--- src/rtl/led_fade_pwm.sv ---
// Purpose: per-channel PWM LED driver that crossfades the active-low RGB pattern over a programmable ramp.
// Latency: led_in -> target 1 clk, -> duty 2 clk (snap mode), -> led_pwm pin 3 clk; ramps advance once per STEP_MAX+1 clocks.
// Backpressure: none; led_in is sampled every clock and only the latest target is followed (no queueing).
module led_fade_pwm #(
  parameter logic [15:0] STEP_MAX = 16'd48_827
) (
  input  logic       sys_clk,
  input  logic       sys_rst_n,
  input  logic [2:0] led_in,
  input  logic       fade_en,
  output logic [2:0] led_pwm,
  output logic       busy
);

  logic [2:0]      target;
  logic [15:0]     step_cnt;
  logic            step_tick;
  logic [2:0][7:0] duty;
  logic [7:0]      pwm_cnt;

  assign step_tick = (step_cnt == STEP_MAX);

  // Latch the desired lamp state (active-high internally) every clock.
  always_ff @(posedge sys_clk or negedge sys_rst_n) begin
    if (!sys_rst_n) begin
      target <= 3'b000;
    end else begin
      target <= ~led_in;
    end
  end

  // Free-running duty-step prescaler; a pattern change never restarts it.
  always_ff @(posedge sys_clk or negedge sys_rst_n) begin
    if (!sys_rst_n) begin
      step_cnt <= 16'd0;
    end else if (step_tick) begin
      step_cnt <= 16'd0;
    end else begin
      step_cnt <= step_cnt + 16'd1;
    end
  end

  // PWM phase counter with a 255-clock period so duty 255 is fully on.
  always_ff @(posedge sys_clk or negedge sys_rst_n) begin
    if (!sys_rst_n) begin
      pwm_cnt <= 8'd0;
    end else if (pwm_cnt == 8'd254) begin
      pwm_cnt <= 8'd0;
    end else begin
      pwm_cnt <= pwm_cnt + 8'd1;
    end
  end

  // Per-channel duty: snap to the endpoint, or move one step toward it per tick, saturating.
  always_ff @(posedge sys_clk or negedge sys_rst_n) begin
    if (!sys_rst_n) begin
      duty <= '0;
    end else begin
      for (int i = 0; i < 3; i++) begin
        if (!fade_en) begin
          duty[i] <= target[i] ? 8'hFF : 8'h00;
        end else if (step_tick) begin
          if (target[i] && (duty[i] != 8'hFF)) begin
            duty[i] <= duty[i] + 8'd1;
          end else if (!target[i] && (duty[i] != 8'h00)) begin
            duty[i] <= duty[i] - 8'd1;
          end
        end
      end
    end
  end

  // Registered active-low pin drive: low for exactly duty clocks per PWM period.
  always_ff @(posedge sys_clk or negedge sys_rst_n) begin
    if (!sys_rst_n) begin
      led_pwm <= 3'b111;
    end else begin
      for (int i = 0; i < 3; i++) begin
        led_pwm[i] <= ~(duty[i] > pwm_cnt);
      end
    end
  end

  // Busy while any channel has not yet reached the endpoint of its current target.
  always_comb begin
    busy = 1'b0;
    for (int i = 0; i < 3; i++) begin
      if (duty[i] != (target[i] ? 8'hFF : 8'h00)) begin
        busy = 1'b1;
      end
    end
  end

endmodule

--- config.mk ---
export PLATFORM = sky130hd
export DESIGN_NAME = led_fade_pwm
export DESIGN_NICKNAME = d
export VERILOG_FILES = /design/src/rtl/led_fade_pwm.sv
export SDC_FILE = /design/constraint.sdc
export NUM_CORES = 1
export LEC_CHECK = 0
export CAP_MARGIN = 10
export CORE_UTILIZATION = 55
export DETAILED_ROUTE_END_ITERATION = 6
export PLACE_DENSITY = 0.79
export SYNTH_ARGS = -nofsm -noshare
export SYNTH_HDL_FRONTEND = slang
export SYNTH_SLANG_ARGS = --single-unit
--- constraint.sdc ---
create_clock -name sys_clk -period 2.8 [get_ports sys_clk]
set_input_delay 0.56 -clock sys_clk [delete_from_list [all_inputs] [get_ports sys_clk]]
set_output_delay 0.56 -clock sys_clk [all_outputs]
set_load 0.01 [all_outputs]
==> results of run 1 <==
[final timing paths]
path / slack [ns] / from / cells after the start / end
max: 0.15 / duty[1]$_DFFE_PN0P_ / 5 / busy
max reg2reg: 0.21 / duty[0]$_DFFE_PN0P_ / 8 / duty[7]$_DFFE_PN0P_
min reg2reg: 0.50 / step_cnt[0]$_DFF_PN0_ / 1 / step_cnt[0]$_DFF_PN0_
max in group asynchronous: 2.28 / sys_rst_n / 2 / led_pwm[2]$_DFF_PN1_
min in group sys_clk: 0.50 / step_cnt[0]$_DFF_PN0_ / 1 / step_cnt[0]$_DFF_PN0_
min: 0.23 / sys_rst_n / 2 / duty[3]$_DFFE_PN0P_
[Yosys cell counts (7+ instances only)]
master	number	area, um^2
a21oi_1	25	125
xnor2_1	15	131
inv_1	40	150
nand4_1	17	106
o21ai_0	19	95.1
nor2_1	35	131
dfrtp_1	51	1280
nand3_1	14	70.1
ha_1	48	601
mux2i_1	12	120
o2111ai_1	7	61.3
xor2_1	17	149
nand2_1	17	63.8
nor2b_1	8	50.1
clkbuf_1	7	26.3
nor3_1	12	60.1
[power by group]
group	internal, mW	switching (mW)
logic	0.283	0.330
clock network	0.273	0.272
registers	0.841	0.0557
total	1.40	0.658
[placed cells by master (no fill, tap or decap), types with 6 or more instances in the layout]
master,netlist,final
nor3_1,12,10
a21oi_1,25,25
clkdlybuf4s50_1,0,7
ha_1,48,48
dfrtp_1,51,51
inv_1,40,40
nor2b_1,8,8
buf_4,0,16
o21ai_0,19,18
o2111ai_1,7,6
nor4_1,6,6
mux2i_1,12,12
nor2_1,35,35
nand2_1,17,17
nand3_1,14,14
o21a_1,6,6
xnor2_1,15,15
xor2_1,17,17
nand4_1,17,17
[flip-flops by register name, indices dropped and copies added, names as in the netlist]
name / flops
pwm_cnt: 8
step_cnt: 16
target: 3
duty: 24
led_pwm: 3
[timing repair]
item,in CTS,in global routing
endpoints found under the setup margin,1,2
setup buffers,0,0
resized for setup,3,2
[final cells by class]
class / count / area share
Multi-Input combinational cell: 337 / 0.566
Sequential cell: 54 / 0.299
Timing Repair Buffer: 26 / 0.0494
Inverter: 40 / 0.0331
Tap cell: 99 / 0.0273
Clock buffer: 5 / 0.0152
Clock inverter: 3 / 0.0108
[per-layer routing]
metal	track usage	vias to the layer above	wire length [um]
met2	0.406	65	4140
met3	0.0405	8	302
met4	0.0455	0	59
met5	0	-	0
met1	0.339	1652	4110
li1	-	1650	-
[cell families after synthesis]
kind of cell | count (synthesis) | synth area share
mux | 13 | 0.0322
buf+inv | 48 | 0.0445
xor+xnor | 32 | 0.0687
flops | 54 | 0.332
fa+ha+maj | 51 | 0.162
compound gates | 99 | 0.160
simple gates | 142 | 0.200
[metrics by stage]
stage          power (mW)  cell area, um^2
3_5_place_dp         1.51             4400
2_1_floorplan        1.32             4080
4_1_cts              2.06             4530
3_3_place_gp         1.49             4400
6_report             2.05             4540
5_1_grt              2.18             4540
[worst max-delay path: stages (launching register included)]
cell,delay (ns)
dfrtp_1,0.46
nor4_1,0.41
and3_1,0.33
o22a_1,0.17
o21ai_0,0.10
dlygate4sd2_1,0.31
==> run summary, run 1 <==
cts bufs inserted - 5
TritonCTS clock tree - done
sequential cell area - 1360 um^2
Post-DRT Antenna Nets - 0
Post-Place Cells - 556
Achievable Freq - 377 MHz
antenna cells - 0
post-synthesis cell type count - 54
Overall Global Routing Usage - 0.244
Worst-Margin Slew - 0.889 ns
final worst slack - 0.146 ns
layout cells sized above 1 - 0.0946
status - completed
multi-input logic area - 2560 um^2
PwrDens - 453 nW/um^2
peak supply drop - 0.353 mV
Hold Slack - 0.229 ns
clk buf depth - 2
Die X - 88.1 um
Core Util, Final - 0.629
first-pass GRT wire length - 14.8 mm
num ports - 10
initial core utilization - 0.566
crit end category - output port
clk root buf - clkbuf_8
post-synthesis sequential area ratio - 0.332
hold crit path type - primary input to asynchronous set/reset pin
Layout Skew - 0.0104 ns
vias in the first global route - 3200
Wirelength per Cell - 15.3 um
Hold Buf Count CTS - 0
Critical Path AT - 2.09 ns
final hold viol count - 0
Tcrit/Tclk final - 0.948
Post-synth ARST share - 1.00
CTS sink cnt - 54
core area - 7210 um^2
residual DRC count - 0
Rows - 31
Synth Instances - 439
static leakage - 1.98 nW
critical path launch point type - flop
dominant synthesized flop cell - dfrtp_1
die height - 88.1 um
WP data required - 2.24 ns
EDFF count, synth - 0
initial antenna violation count - 0
Fillers - 592
CP max FO - 6
post-route setup TNS - 0 ns
1st-iter DRT viols - 247
Rel. slew slack - 0.402
Tmin final - 2.65 ns
max cap viols - 0
worst skew pair latency - 0.31 ns
Post-Layout Cell Count - 564
htree depth - 2
syn nets - 496
Via density - 5.98
RSZ-0062 raised after global routing - false
Routed WL - 8.60 mm
area grow syn2layout - 11.1%
die footprint - 7770 um^2
grt total ovfl - 0
# nets final - 521
Yosys warnings - 0
largest net degree at the start of global routing - 55
Vias - 3375
Slew Viols, Final - 0
Avg Cell Area, Syn - 9.30 um^2
Setup violations, final - 0
gpl congestion - 0.862
Post-Place Worst Slack - 0.207 ns
Clock Pin Slew Worst Setup and Hold Paths - 0.10 ns
WS Path Type - flop to output port
1st-pass router iterations - 5
Port Buffers - 9
hpwl dp - 6.58 mm
Mapped Area - 4080 um^2
Seq cells post-synth - 54
Note: power is estimated with default switching activity, not from simulation.
==> inputs of run 2 (changes only) <==
--- a/config.mk
+++ b/config.mk
@@ -9,6 +9,7 @@
 export CORE_UTILIZATION = 55
 export DETAILED_ROUTE_END_ITERATION = 6
 export PLACE_DENSITY = 0.79
+export REMOVE_ABC_BUFFERS = 1
 export SYNTH_ARGS = -nofsm -noshare
 export SYNTH_HDL_FRONTEND = slang
 export SYNTH_SLANG_ARGS = --single-unit
==> run 2 against run 1 <==
  * Power increased by 4.2%
  * Sequential power increased by 2%
  * Largest power group unchanged
  * Wire length increased by 3.2%
  * Flip-flop and latch count unchanged
  * Global-route usage increased by 0.86 points
  * Hold slack got worse by 0.013 ns
  * Critical path type is now flop to flop
==> run summary, run 2 (synthesis results as in run 1) <==
Die X - 88.1 um (unchanged)
most frequent cells in the layout - 49 x dfrtp_1, 48 x ha_1, 40 x inv_1
die height - 88.1 um (unchanged)
area grow syn2layout - 11.2% (about the same)
Largest stage delay, worst path - 0.46 ns (about the same)
Fillers - 614 (+3.7%)
worst skew pair latency - 0.31 ns (about the same)
Hold Slack - 0.216 ns (-0.0132 ns)
first-pass GRT wire length - 15.3 mm (+3.9%)
hold crit path type - primary input to asynchronous set/reset pin
Via density - 5.92 (-1.0%)
cell family with most CP delay - compound AO/OA/AOI/OAI gates
post-CTS sizing - 3 (unchanged)
htree depth - 2 (unchanged)
Rows - 31 (unchanged)
clk buf depth - 2 (unchanged)
Routed WL - 8.88 mm (+3.2%)
Achievable Freq - 376 MHz (-0.13%)
post-CTS setup buffer count - 0 (unchanged)
hpwl dp - 6.64 mm (+1.0%)
CTS sink cnt - 54 (unchanged)
PwrDens - 472 nW/um^2 (+4.1%)
Setup violations, final - 0 (unchanged)
Vias - 3316 (-1.7%)
grt total ovfl - 0 (unchanged)
WP data required - 3.00 ns (+0.76 ns)
cts bufs inserted - 5 (unchanged)
residual DRC count - 0 (unchanged)
CP bufs+invs - 1 (unchanged)
reg2reg setup slack - 0.14 ns (-0.07 ns)
Hold Buf Count CTS - 0 (unchanged)
Port Buffers - 9 (unchanged)
initial antenna violation count - 0 (unchanged)
1st-iter DRT viols - 219 (-11%)
max cap viols - 0 (unchanged)
Clock Pin Slew Worst Setup and Hold Paths - 0.10 ns (about the same)
TritonCTS clock tree - done
final hold viol count - 0 (unchanged)
crit end category - flop
1st-pass router iterations - 4 (-1)
clk root buf - clkbuf_8
Worst-Margin Slew - 1.01 ns (+0.120 ns)
vias in the first global route - 3341 (+4.4%)
Largest register FFs - 24 (unchanged)
status - completed
Slowest-stage cell, CP - dfrtp_1
Core Util, Final - 0.629 (about the same)
register bank with the most flops - duty
Overall Global Routing Usage - 0.253 (+0.00856)
initial core utilization - 0.566 (unchanged)
CP max FO - 9 (+3)
CP Cell Sequence - nand4_1, o21ai_2, buf_4, ha_1, nand3_1, o2111ai_1, and4_1, a211o_1, a221o_1
Post-DRT Antenna Nets - 0 (unchanged)
Tmin final - 2.66 ns (+0.00346 ns)
WS Path Type - flop to flop
num ports - 10 (unchanged)
Rel. slew slack - 0.321 (-0.0805)
antenna cells - 0 (unchanged)
layout cells sized above 1 - 0.0933 (-0.00135)
Critical Path AT - 2.86 ns (+0.77 ns)
# nets final - 517 (-0.77%)
Slew Viols, Final - 0 (unchanged)
peak supply drop - 0.278 mV (-21%)
static leakage - 1.98 nW (-0.23%)
Tcrit/Tclk final - 0.949 (+0.00123)
gpl congestion - 0.889 (+3.2%)
Wirelength per Cell - 15.9 um (+4.0%)
core area - 7210 um^2 (unchanged)
critical path launch point type - flop
Layout Skew - 0.00406 ns (-0.00630 ns)
die footprint - 7770 um^2 (unchanged)
Regs by FF count - duty (24), step_cnt (16), pwm_cnt (8)
commonest non-fill, non-tap cell in the layout - dfrtp_1
largest net degree at the start of global routing - 55 (unchanged)
run 2: worst paths after layout:
kind,startpoint,endpoint,cells after the start
setup / recovery,duty[14]$_DFFE_PN0P_,duty[15]$_DFFE_PN0P_,9
hold / removal,sys_rst_n,duty[3]$_DFFE_PN0P_,2
setup reg to reg,duty[14]$_DFFE_PN0P_,duty[15]$_DFFE_PN0P_,9
hold reg to reg,step_cnt[0]$_DFF_PN0_,step_cnt[0]$_DFF_PN0_,1
max in group asynchronous,sys_rst_n,led_pwm[2]$_DFF_PN1_,2
min in group sys_clk,step_cnt[0]$_DFF_PN0_,step_cnt[0]$_DFF_PN0_,1
run 2: power by group:
group | internal, mW | leakage, nW | switching (mW)
registers | 0.842 | 0.647 | 0.0736
clock network | 0.381 | 0.0714 | 0.264
logic | 0.270 | 1.26 | 0.309
total | 1.49 | 1.98 | 0.647
run 2: per-layer routing:
layer	GRT usage	vias up	wire length [um]
met5	0	-	0
met4	0.0645	0	93
met3	0.0386	8	381
met2	0.436	70	4380
met1	0.333	1591	4020
li1	-	1647	-
run 2: through the flow:
stage                     setup slack [ns]  area (um^2)   TNS, ns  cells  total power [mW]
after floorplan                     -0.136         4050    -0.136    431              1.31
after global placement               0.258         4370         0    552              1.47
after detailed placement            0.0424         4370         0    552              1.50
after CTS                          0.00627         4520         0    560              2.14
after global routing              -0.00886         4540  -0.00886    560              2.27
final                                0.142         4540         0    560              2.14
run 2: cell type report:
cell class	count	area, um^2	share of cell area
timing repair buffer	22	198	0.0436
tap	99	124	0.0273
inverter	40	150	0.0331
clock inverter	2	60.1	0.0132
multi-input combinational	337	2570	0.565
sequential	54	1360	0.299
clock buffer	6	82.6	0.0182
==> inputs of run 3 (changes only) <==
--- a/config.mk
+++ b/config.mk
@@ -6,9 +6,9 @@
 export NUM_CORES = 1
 export LEC_CHECK = 0
 export CAP_MARGIN = 10
-export CORE_UTILIZATION = 55
+export CORE_UTILIZATION = 40
 export DETAILED_ROUTE_END_ITERATION = 6
-export PLACE_DENSITY = 0.79
+export PLACE_DENSITY = 0.62
 export REMOVE_ABC_BUFFERS = 1
 export SYNTH_ARGS = -nofsm -noshare
 export SYNTH_HDL_FRONTEND = slang
==> constraint.sdc (replaced) <==
create_clock -name sys_clk -period 2.19 [get_ports sys_clk]
set_input_delay 0.438 -clock sys_clk [delete_from_list [all_inputs] [get_ports sys_clk]]
set_output_delay 0.438 -clock sys_clk [all_outputs]
set_load 0.01 [all_outputs]
==> run 3 against run 2 <==
  * The flow now finishes with violations (negative setup slack)
  * Setup slack lost 0.23 ns
  * Design area up 27%
  * Sequential share of layout area down 6.3 points
  * Non-clock buffer count grew 86
  * Hold slack improved by 0.026 ns
  * Power grew 42%
  * Global-route usage down 4.1 points
  * Register-to-register slack lost 0.22 ns
  * Flip-flop and latch count is the same
  * Critical path depth shrank 4
  * Wire length rose by 20%
  * Die area is 37% higher
  * Critical path type is now flop to output port
==> run summary, run 3 (synthesis results as in run 1) <==
status - finished with violations
failing checks - negative setup slack
Port Buffers - 9 (unchanged)
initial antenna violation count - 0 (unchanged)
total design power - 3.05 mW (+42%)
1st-pass router iterations - 4 (unchanged)
Post-Place Cells - 660 (+20%)
hpwl dp - 7.55 mm (+14%)
reg2reg setup slack - -0.08 ns (-0.22 ns)
gpl congestion - 0.843 (-5.3%)
Wirelength per Cell - 15.6 um (-1.3%)
Largest stage delay, worst path - 0.55 ns (+0.09 ns)
Layout Skew - 0.0142 ns (+0.0102 ns)
PwrDens - 529 nW/um^2 (+12%)
Routed WL - 10.6 mm (+20%)
Die X - 103 um (+17%)
register bank with the most flops - duty
RSZ-0062 raised after global routing - true
Core Util, Final - 0.586 (-0.0429)
Tmin final - 2.28 ns
die height - 103 um (+17%)
final worst slack - -0.0869 ns (-0.229 ns)
vias in the first global route - 3722 (+11%)
Vias - 3702 (+12%)
cts bufs inserted - 5 (unchanged)
Post-DRT Antenna Nets - 0 (unchanged)
initial core utilization - 0.416 (-0.150)
num ports - 10 (unchanged)
layout cells sized above 1 - 0.342 (+0.249)
Setup violations, final - 4 (+4)
Overall Global Routing Usage - 0.212 (-0.0405)
CP bufs+invs - 2 (+1)
Regs by FF count - duty (24), step_cnt (16), pwm_cnt (8)
Slew Viols, Final - 0 (unchanged)
cell family with most CP delay - simple AND/OR/NAND/NOR gates
r2r worst-path depth - 9 (unchanged)
area grow syn2layout - 41.0%
Via density - 5.44 (-8.1%)
hold crit path type - primary input to asynchronous set/reset pin
clk root buf - clkbuf_8
# nets final - 603 (+17%)
first-pass GRT wire length - 17.5 mm (+14%)
core area - 9820 um^2 (+36%)
antenna cells - 0 (unchanged)
WS Path Type - flop to output port
Critical Path AT - 1.84 ns (-1.02 ns)
critical path launch point type - flop
peak supply drop - 0.249 mV (-10%)
htree depth - 2 (unchanged)
final hold viol count - 0 (unchanged)
Rows - 36 (+16%)
max cap viols - 0 (unchanged)
TritonCTS clock tree - done
Slowest-stage cell, CP - or4_4
crit end category - output port
1st-iter DRT viols - 178 (-19%)
Largest register FFs - 24 (unchanged)
most frequent cells in the layout - 82 x buf_4, 50 x dfrtp_1, 40 x inv_1
static leakage - 2.46 nW (+24%)
CP max FO - 2 (-7)
Post-Layout Cell Count - 680 (+21%)
R2R Path End - duty[15]$_DFFE_PN0P_
CTS sink cnt - 54 (unchanged)
clk buf depth - 2 (unchanged)
grt total ovfl - 0 (unchanged)
Clock Pin Slew Worst Setup and Hold Paths - 0.10 ns (about the same)
reg2reg start - duty[12]$_DFFE_PN0P_
worst skew pair latency - 0.31 ns (about the same)
Tcrit/Tclk final - 1.04
CP Cell Sequence - buf_4, or4_4, nor3_4, o21ai_2, buf_2
die footprint - 10600 um^2 (+37%)
Worst-Margin Slew - 0.688 ns (-0.321 ns)
residual DRC count - 0 (unchanged)
commonest non-fill, non-tap cell in the layout - buf_4
largest net degree at the start of global routing - 55 (unchanged)
Rel. slew slack - 0.541 (+0.220)
WP data required - 1.75 ns (-1.25 ns)
Achievable Freq - 439 MHz
-- run 3: per-layer routing --
metal | vias up | track usage | routed length (um) | part of all wire
li1 | 1815 | - | - | -
met1 | 1817 | 0.273 | 4790 | 0.45
met2 | 56 | 0.375 | 5450 | 0.51
met3 | 14 | 0.0271 | 287 | 0.027
met4 | 0 | 0.0531 | 113 | 0.011
met5 | - | 0 | 0 | 0
-- run 3: timing repair --
action,4_1_cts,5_1_grt
setup endpoints to repair,10,17
setup buffers,6,7
pin swaps,37,36
resized for setup,77,32
hold buffers,0,0
-- run 3: stage by stage --
| stage | worst slack (ns) | instance area (um^2) | setup TNS, ns | hold slack [ns] |
|---|---|---|---|---|
| floorplan | -0.746 | 4050 | -5.05 | 0.142 |
| global placement | -0.181 | 4980 | -0.734 | 0.467 |
| detailed placement | -0.269 | 4980 | -1.06 | 0.483 |
| CTS | -0.0689 | 5540 | -0.188 | 0.269 |
| global route | -0.178 | 5760 | -0.807 | 0.305 |
| finish | -0.0869 | 5760 | -0.223 | 0.241 |
-- run 3: power breakdown --
group	leakage (nW)	internal, mW	switching [mW]
combinational	1.77	0.720	0.651
clock	0.0452	0.227	0.337
sequential	0.647	1.08	0.0361
total	2.46	2.02	1.02
-- run 3: how the worst max path moves through the flow --
| stage | start | endpoint | cells after the start |
|---|---|---|---|
| after floorplan | duty[8]$_DFFE_PN0P_ | duty[15]$_DFFE_PN0P_ | 8 |
| after global placement | duty[1]$_DFFE_PN0P_ | duty[7]$_DFFE_PN0P_ | 9 |
| after detailed placement | duty[12]$_DFFE_PN0P_ | duty[15]$_DFFE_PN0P_ | 9 |
| after CTS | duty[11]$_DFFE_PN0P_ | duty[15]$_DFFE_PN0P_ | 9 |
| after global routing | duty[12]$_DFFE_PN0P_ | duty[15]$_DFFE_PN0P_ | 9 |
| final | duty[14]$_DFFE_PN0P_ | busy | 5 |
-- run 3: area by class of cell --
class	count	area [um^2]
repair buffers	108	905
multi-input cells	337	3090
inverters	40	150
clock inverters	2	13.8
fillers	828	4060
well taps	133	166
clock buffers	6	72.6
flip-flops and latches	54	1360
